### config.mk
export PLATFORM = sky130hd
export DESIGN_NAME = elevator_scheduler
export DESIGN_NICKNAME = d
export VERILOG_FILES = /design/src/rtl/elevator_scheduler_pkg.sv /design/src/rtl/elevator_scheduler_call_locator.sv /design/src/rtl/elevator_scheduler.sv
export SDC_FILE = /design/constraint.sdc
export NUM_CORES = 1
export LEC_CHECK = 0
export ABC_AREA = 1
export CELL_PAD_IN_SITES_DETAIL_PLACEMENT = 0
export CELL_PAD_IN_SITES_GLOBAL_PLACEMENT = 1
export CORE_ASPECT_RATIO = 1.75
export CORE_MARGIN = 4
export CORE_UTILIZATION = 30
export CTS_BUF_LIST = sky130_fd_sc_hd__clkbuf_8
export DETAILED_ROUTE_END_ITERATION = 6
export GPL_TIMING_DRIVEN = 0
export PLACE_DENSITY_LB_ADDON = 0.1
export SLEW_MARGIN = 40
export SYNTH_ARGS = -nofsm -noshare
export SYNTH_HDL_FRONTEND = slang
export SYNTH_SLANG_ARGS = --single-unit
### constraint.sdc
create_clock -name clk -period 3.35 [get_ports clk]
set_input_delay 0.8375 -clock clk [delete_from_list [all_inputs] [get_ports clk]]
set_output_delay 0.8375 -clock clk [all_outputs]
set_load 0.005 [all_outputs]
### src/rtl/elevator_scheduler_pkg.sv
// Shared state encodings, direction codes and default timing for the elevator scheduler.
package elevator_scheduler_pkg;

    localparam logic [1:0] S_IDLE = 2'd0;
    localparam logic [1:0] S_UP   = 2'd1;
    localparam logic [1:0] S_DOWN = 2'd2;
    localparam logic [1:0] S_DOOR = 2'd3;

    localparam logic DIR_UP   = 1'b0;
    localparam logic DIR_DOWN = 1'b1;

    localparam int unsigned DEF_FLOORS        = 8;
    localparam int unsigned DEF_FLOOR_W       = 4;
    localparam int unsigned DEF_TRAVEL_CYCLES = 4;
    localparam int unsigned DEF_DOOR_CYCLES   = 3;

endpackage

### src/rtl/elevator_scheduler_call_locator.sv
// Combinational view of the pending set relative to one floor: calls above, below, at it.
module call_locator #(
    parameter int unsigned FLOORS  = 8,
    parameter int unsigned FLOOR_W = 4
) (
    input  logic [FLOORS-1:0]  pend,
    input  logic [FLOOR_W-1:0] floor_idx,
    output logic               above,
    output logic               below,
    output logic               here
);

    always_comb begin
        above = 1'b0;
        below = 1'b0;
        here  = 1'b0;
        for (int unsigned i = 0; i < FLOORS; i++) begin
            if (FLOOR_W'(i) > floor_idx)  above = above | pend[i];
            if (FLOOR_W'(i) < floor_idx)  below = below | pend[i];
            if (FLOOR_W'(i) == floor_idx) here  = here  | pend[i];
        end
    end

endmodule

### src/rtl/elevator_scheduler.sv
// SCAN elevator scheduler: pending-call register, travel/dwell timers and motor/door FSM.
// Optional emergency stop freeze is enabled with ELEVATOR_ESTOP_EN.
module elevator_scheduler
    import elevator_scheduler_pkg::*;
#(
    parameter int unsigned FLOORS        = DEF_FLOORS,
    parameter int unsigned FLOOR_W       = DEF_FLOOR_W,
    parameter int unsigned TRAVEL_CYCLES = DEF_TRAVEL_CYCLES,
    parameter int unsigned DOOR_CYCLES   = DEF_DOOR_CYCLES
) (
    input  logic               clk,
    input  logic               rst,
`ifdef ELEVATOR_ESTOP_EN
    input  logic               estop,
`endif
    input  logic [FLOORS-1:0]  call_req,
    output logic [FLOOR_W-1:0] current_floor,
    output logic               moving_up,
    output logic               moving_down,
    output logic               door_open,
    output logic [FLOORS-1:0]  pending,
    output logic               floor_tick
);

    localparam int unsigned TMAX = (TRAVEL_CYCLES > DOOR_CYCLES) ? TRAVEL_CYCLES : DOOR_CYCLES;
    localparam int unsigned TW   = $clog2(TMAX + 1);
    localparam logic [TW-1:0] T_TRAVEL = TW'(TRAVEL_CYCLES - 1);
    localparam logic [TW-1:0] T_DOOR   = TW'(DOOR_CYCLES - 1);

    logic [1:0]         state, state_n;
    logic [TW-1:0]      timer, timer_n;
    logic               dir_last, dir_n;
    logic [FLOOR_W-1:0] cur_n, nxt_floor;
    logic [FLOORS-1:0]  pend_in, pending_n, clear_mask, cur_mask, nxt_mask;
    logic               tick_n, absorb, freeze;
    logic               above_c, below_c, here_c;
    logic               above_n, below_n, here_n;

`ifdef ELEVATOR_ESTOP_EN
    assign freeze = estop;
`else
    assign freeze = 1'b0;
`endif

    assign nxt_floor = (state == S_DOWN) ? current_floor - FLOOR_W'(1)
                                         : current_floor + FLOOR_W'(1);

    always_comb begin
        cur_mask = '0;
        nxt_mask = '0;
        for (int unsigned i = 0; i < FLOORS; i++) begin
            cur_mask[i] = (current_floor == FLOOR_W'(i));
            nxt_mask[i] = (nxt_floor == FLOOR_W'(i));
        end
    end

    // A call to the floor whose door is already open is absorbed rather than latched.
    assign absorb  = (state == S_DOOR) && |(call_req & cur_mask);
    assign pend_in = (pending | call_req) & ~((state == S_DOOR) ? cur_mask : '0);

    call_locator #(.FLOORS(FLOORS), .FLOOR_W(FLOOR_W)) u_loc_cur (
        .pend(pend_in), .floor_idx(current_floor),
        .above(above_c), .below(below_c), .here(here_c)
    );

    call_locator #(.FLOORS(FLOORS), .FLOOR_W(FLOOR_W)) u_loc_nxt (
        .pend(pend_in), .floor_idx(nxt_floor),
        .above(above_n), .below(below_n), .here(here_n)
    );

    always_comb begin
        state_n    = state;
        timer_n    = timer;
        dir_n      = dir_last;
        cur_n      = current_floor;
        tick_n     = 1'b0;
        clear_mask = '0;
        case (state)
            S_IDLE: begin
                if (here_c) begin
                    state_n    = S_DOOR;
                    timer_n    = T_DOOR;
                    clear_mask = cur_mask;
                end else if (above_c) begin
                    state_n = S_UP;
                    timer_n = T_TRAVEL;
                    dir_n   = DIR_UP;
                end else if (below_c) begin
                    state_n = S_DOWN;
                    timer_n = T_TRAVEL;
                    dir_n   = DIR_DOWN;
                end
            end
            S_UP, S_DOWN: begin
                if (timer != '0) begin
                    timer_n = timer - TW'(1);
                end else begin
                    // Arrival: decide using the locator aimed at the floor being entered.
                    cur_n  = nxt_floor;
                    tick_n = 1'b1;
                    if (here_n) begin
                        state_n    = S_DOOR;
                        timer_n    = T_DOOR;
                        clear_mask = nxt_mask;
                    end else if ((state == S_UP) ? above_n : below_n) begin
                        timer_n = T_TRAVEL;
                    end else if ((state == S_UP) ? below_n : above_n) begin
                        state_n = (state == S_UP) ? S_DOWN : S_UP;
                        dir_n   = (state == S_UP) ? DIR_DOWN : DIR_UP;
                        timer_n = T_TRAVEL;
                    end else begin
                        state_n = S_IDLE;
                        timer_n = '0;
                    end
                end
            end
            default: begin
                if (absorb) begin
                    timer_n = T_DOOR;
                end else if (timer != '0) begin
                    timer_n = timer - TW'(1);
                end else if ((dir_last == DIR_UP) ? above_c : below_c) begin
                    state_n = (dir_last == DIR_UP) ? S_UP : S_DOWN;
                    timer_n = T_TRAVEL;
                end else if ((dir_last == DIR_UP) ? below_c : above_c) begin
                    state_n = (dir_last == DIR_UP) ? S_DOWN : S_UP;
                    dir_n   = ~dir_last;
                    timer_n = T_TRAVEL;
                end else begin
                    state_n = S_IDLE;
                    timer_n = '0;
                end
            end
        endcase
        pending_n = pend_in & ~clear_mask;
        if (freeze) begin
            state_n   = state;
            timer_n   = timer;
            dir_n     = dir_last;
            cur_n     = current_floor;
            tick_n    = 1'b0;
            pending_n = pend_in;
        end
    end

    always_ff @(posedge clk) begin
        if (rst) begin
            state         <= S_IDLE;
            timer         <= '0;
            dir_last      <= DIR_UP;
            current_floor <= '0;
            pending       <= '0;
            floor_tick    <= 1'b0;
            moving_up     <= 1'b0;
            moving_down   <= 1'b0;
            door_open     <= 1'b0;
        end else begin
            state         <= state_n;
            timer         <= timer_n;
            dir_last      <= dir_n;
            current_floor <= cur_n;
            pending       <= pending_n;
            floor_tick    <= tick_n;
            moving_up     <= !freeze && (state_n == S_UP);
            moving_down   <= !freeze && (state_n == S_DOWN);
            door_open     <= !freeze && (state_n == S_DOOR);
        end
    end

endmodule

==> summary.txt <==
Floorplanning
  – Core area: between 7000 and 8000 um2
  – Die ar.: roughly 9400 um2
  – Ports: 26
  – Die width: roughly 75 um
  – Die height: ~130 um
  – Initial Utilization: between 30% and 40%
  – # rows: 42

CTS
  – H-tree Lvls: 1
  – Root Driver: clkbuf_8
  – Reg clk slew, reported paths: around 0.09 ns
  – # hold bufs at CTS: 0
  – Postcts setup bufs: 0
  – Number of buffers created by CTS: 3
  – Clock sink count: 22
  – Clock insertion delay at the later pin of the skew report: between 0.2 and 0.3 ns
  – CTS tree: built
  – # resized after CTS: 0
  – Clock Tree Buf Depth: 2

Global route
  – Total GRT Usage: between 10% and 20%
  – Congestion Overflow GR: 0
  – Antenna violations before repair: 0
  – Largest net degree at the start of global routing: 13
  – Vias in the first global route: 2470
  – First-pass GRT wire length: approximately 13000 um

Finish
  – # nets final: between 400 and 500
  – Layout Utilization: 36.2%
  – Synth-to-Final Area Change: 17.2%
  – Multi-input gate area: 1610 um2
  – FILL cells: 846
  – Fin area: 2760 um2
  – N_diodes: 0
  – Seq. cell area: ~440 um2
  – Share of cells above drive strength 1: a little over an eighth
  – Most frequent cells in the layout: nand2_1 (109), inv_1 (55), nand3_1 (32)
  – Commonest non-fill, non-tap cell in the layout: nand2_1

Pwr
  – Leak pwr: around 1.4 nW
  – Worst vdd ir: just over 0.0004 V
  – Power Density: slightly below 1000 nW/um2

Timing
  – FMAX: 345 MHz
  – RSZ-0062 raised after global routing: false
  – Setup skew after layout: about 0.0020 ns
  – Setup Viol. Count Final: 0
  – Period utilization: about 86%
  – Worst-Margin Slew: roughly 0.48 ns
  – Setup slack after layout: 0.453 ns
  – Setup TNS: 0 ns
  – Slew Viols, Final: 0
  – Slew headroom: roughly two thirds
  – Hold Vio Cnt, Final: 0
  – Min cycle time layout: 2.90 ns

Detailed routing
  – Drt drc: 0
  – Vias: 2547
  – First-pass iteration count of the detailed router: 4
  – Vias per std cell: 5.02
  – Routed length per instance: 16.2 um
  – Final ANT Viol Nets: 0
  – Total Wirelength: a little over 8000 um
  – First DRT Iteration DRCs: between 100 and 150

Worst setup path
  – CP Launch Type: register
  – Worst setup EP type: register
  – R2r startpoint: current_floor[0]$_SDFFE_PP0P_
  – WP data required: 3.52 ns
  – Kind of critical path: reg2reg
  – Crit path from: current_floor[0]$_SDFFE_PP0P_
  – Critical Path Fanout Max: 11
  – WP data arrival: between 3 and 4 ns

Flow run
  – Max Cap Violations: 0

Logic synthesis
  – Synthesized instance count: between 300 and 400
  – Warnings from Yosys: 0
  – Yosys cell types: 38
  – Syn Area/Cell: approximately 6.0 um2
  – Post-synthesis sequential area ratio: a little under a fifth
  – FF+latch count, synth: 22
  – Cell Area, Synth: around 2400 um2
  – Synth Net Count: ~410

Min path
  – HP Start: dir_last$_SDFFE_PP0P_
  – HP Class: reg2reg

Placed design
  – Cell Area, Placed: between 2000 and 3000 um2
  – HPWL after detailed placement: ~6800 um
  – # port buffers: 24
  – DP Worst Slack: between 0.2 and 0.25 ns
  – Routability congestion estimate: ~0.86

Outcome
  – Status: finished, final reports clean
[stage by stage]
step,hold slack [ns],total power [mW],instances
floorplan,0.489,1.91,391
global placement,0.525,2.49,503
detailed placement,0.530,2.50,503
CTS,0.544,2.71,507
global route,0.598,2.96,507
finish,0.539,2.69,507
[worst max-delay path: stages (launching register included)]
cell     delay (ns)
dfxtp_1        0.60
inv_2          0.21
ha_1           0.37
inv_1          0.06
nand2_1        0.05
nand2_2        0.13
inv_1          0.09
nor2_1         0.19
nand3_1        0.10
nand2_1        0.06
nand2_1        0.07
a21oi_2        0.22
nand3_1        0.20
nand3_1        0.14
nand2_1        0.09
a21oi_1        0.15
nor2_1         0.05
[metal layers]
layer / track usage (%) / routed length, um / vias to the layer above
met5: 0 / 0 / -
met4: 7.02 / 276 / 0
met3: 1.53 / 185 / 20
met2: 34.9 / 4670 / 48
met1: 19.4 / 3080 / 1152
li1: - / - / 1327
[final cells by class]
cell class                      instances  share of cell area [%]
Sequential cell                        22                    15.9
Inverter                               66                    9.06
Buffer                                  6                    2.17
Tap cell                               88                    3.99
Timing Repair Buffer                   24                    8.70
Multi-Input combinational cell        297                    58.1
Clock buffer                            4                    1.99
[state kept, by name (all words and copies together), names as in the netlist]
name and cells:
state 2, moving_up 1, dir_last 1, current_floor 4
moving_down 1, door_open 1, timer 3, floor_tick 1
pending 8
[logic make-up (layout without fill, tap and decap cells)]
kind of cell,after synthesis,in the layout,synth area share [%]
AOI/OAI and AO/OA,59,59,15.5
buffers and inverters,72,100,13.2
and+or+nand+nor,226,226,46.3
DFF,22,22,18.7
adders and majority gates,12,12,6.37
[cell usage after synthesis]
cell type    n  share of area [%]
o221ai_1     2               0.74
buf_6        3                1.4
nand2_1    109                 17
nand2_2     12                3.2
nand3_4      1               0.74
or2_2        4                1.1
nor2_8       1               0.85
o22ai_1      2               0.53
dfxtp_1     22                 19
buf_4        1               0.32
nor3_2       1               0.42
nand4_1     12                3.2
inv_2        6               0.96
a211oi_1     2               0.64
o21ai_0     13                2.8
nand3_2      6                2.5
clkbuf_1     1               0.16
o32ai_1      2               0.74
nor2_4       2               0.96
nand3b_1     1               0.32
nor3_1       7                1.5
ha_1        12                6.4
o21ai_2      4                1.5
inv_4        1               0.27
nor2_1      30                4.8
o21ai_1      2               0.42
nand2b_1     1               0.27
o22ai_4      1               0.85
inv_1       55                8.8
nand2_4      2               0.96
buf_8        1               0.64
nor2_2       5                1.3
a21oi_2      2               0.74
o31ai_1      2               0.64
a21oi_1     25                5.3
nand3_1     32                6.8
o211ai_1     2               0.64
clkinv_1     4               0.64
[report_power, final]
part           switching, mW  total [mW]  internal [mW]  leakage, nW
Sequential            0.0833       0.431          0.347        0.183
Clock                 0.0999       0.205          0.105       0.0288
Combinational           1.35        2.05          0.699         1.15
Total                   1.53        2.69           1.15         1.36
[final timing paths]
| check | to | slack (ns) | cells past startpoint |
|---|---|---|---|
| max | dir_last$_SDFFE_PP0P_ | 0.45 | 16 |
| min reg2reg | dir_last$_SDFFE_PP0P_ | 0.54 | 2 |
| max reg2reg | dir_last$_SDFFE_PP0P_ | 0.45 | 16 |
| min | dir_last$_SDFFE_PP0P_ | 0.54 | 2 |
(Power assumes the default switching activity.)
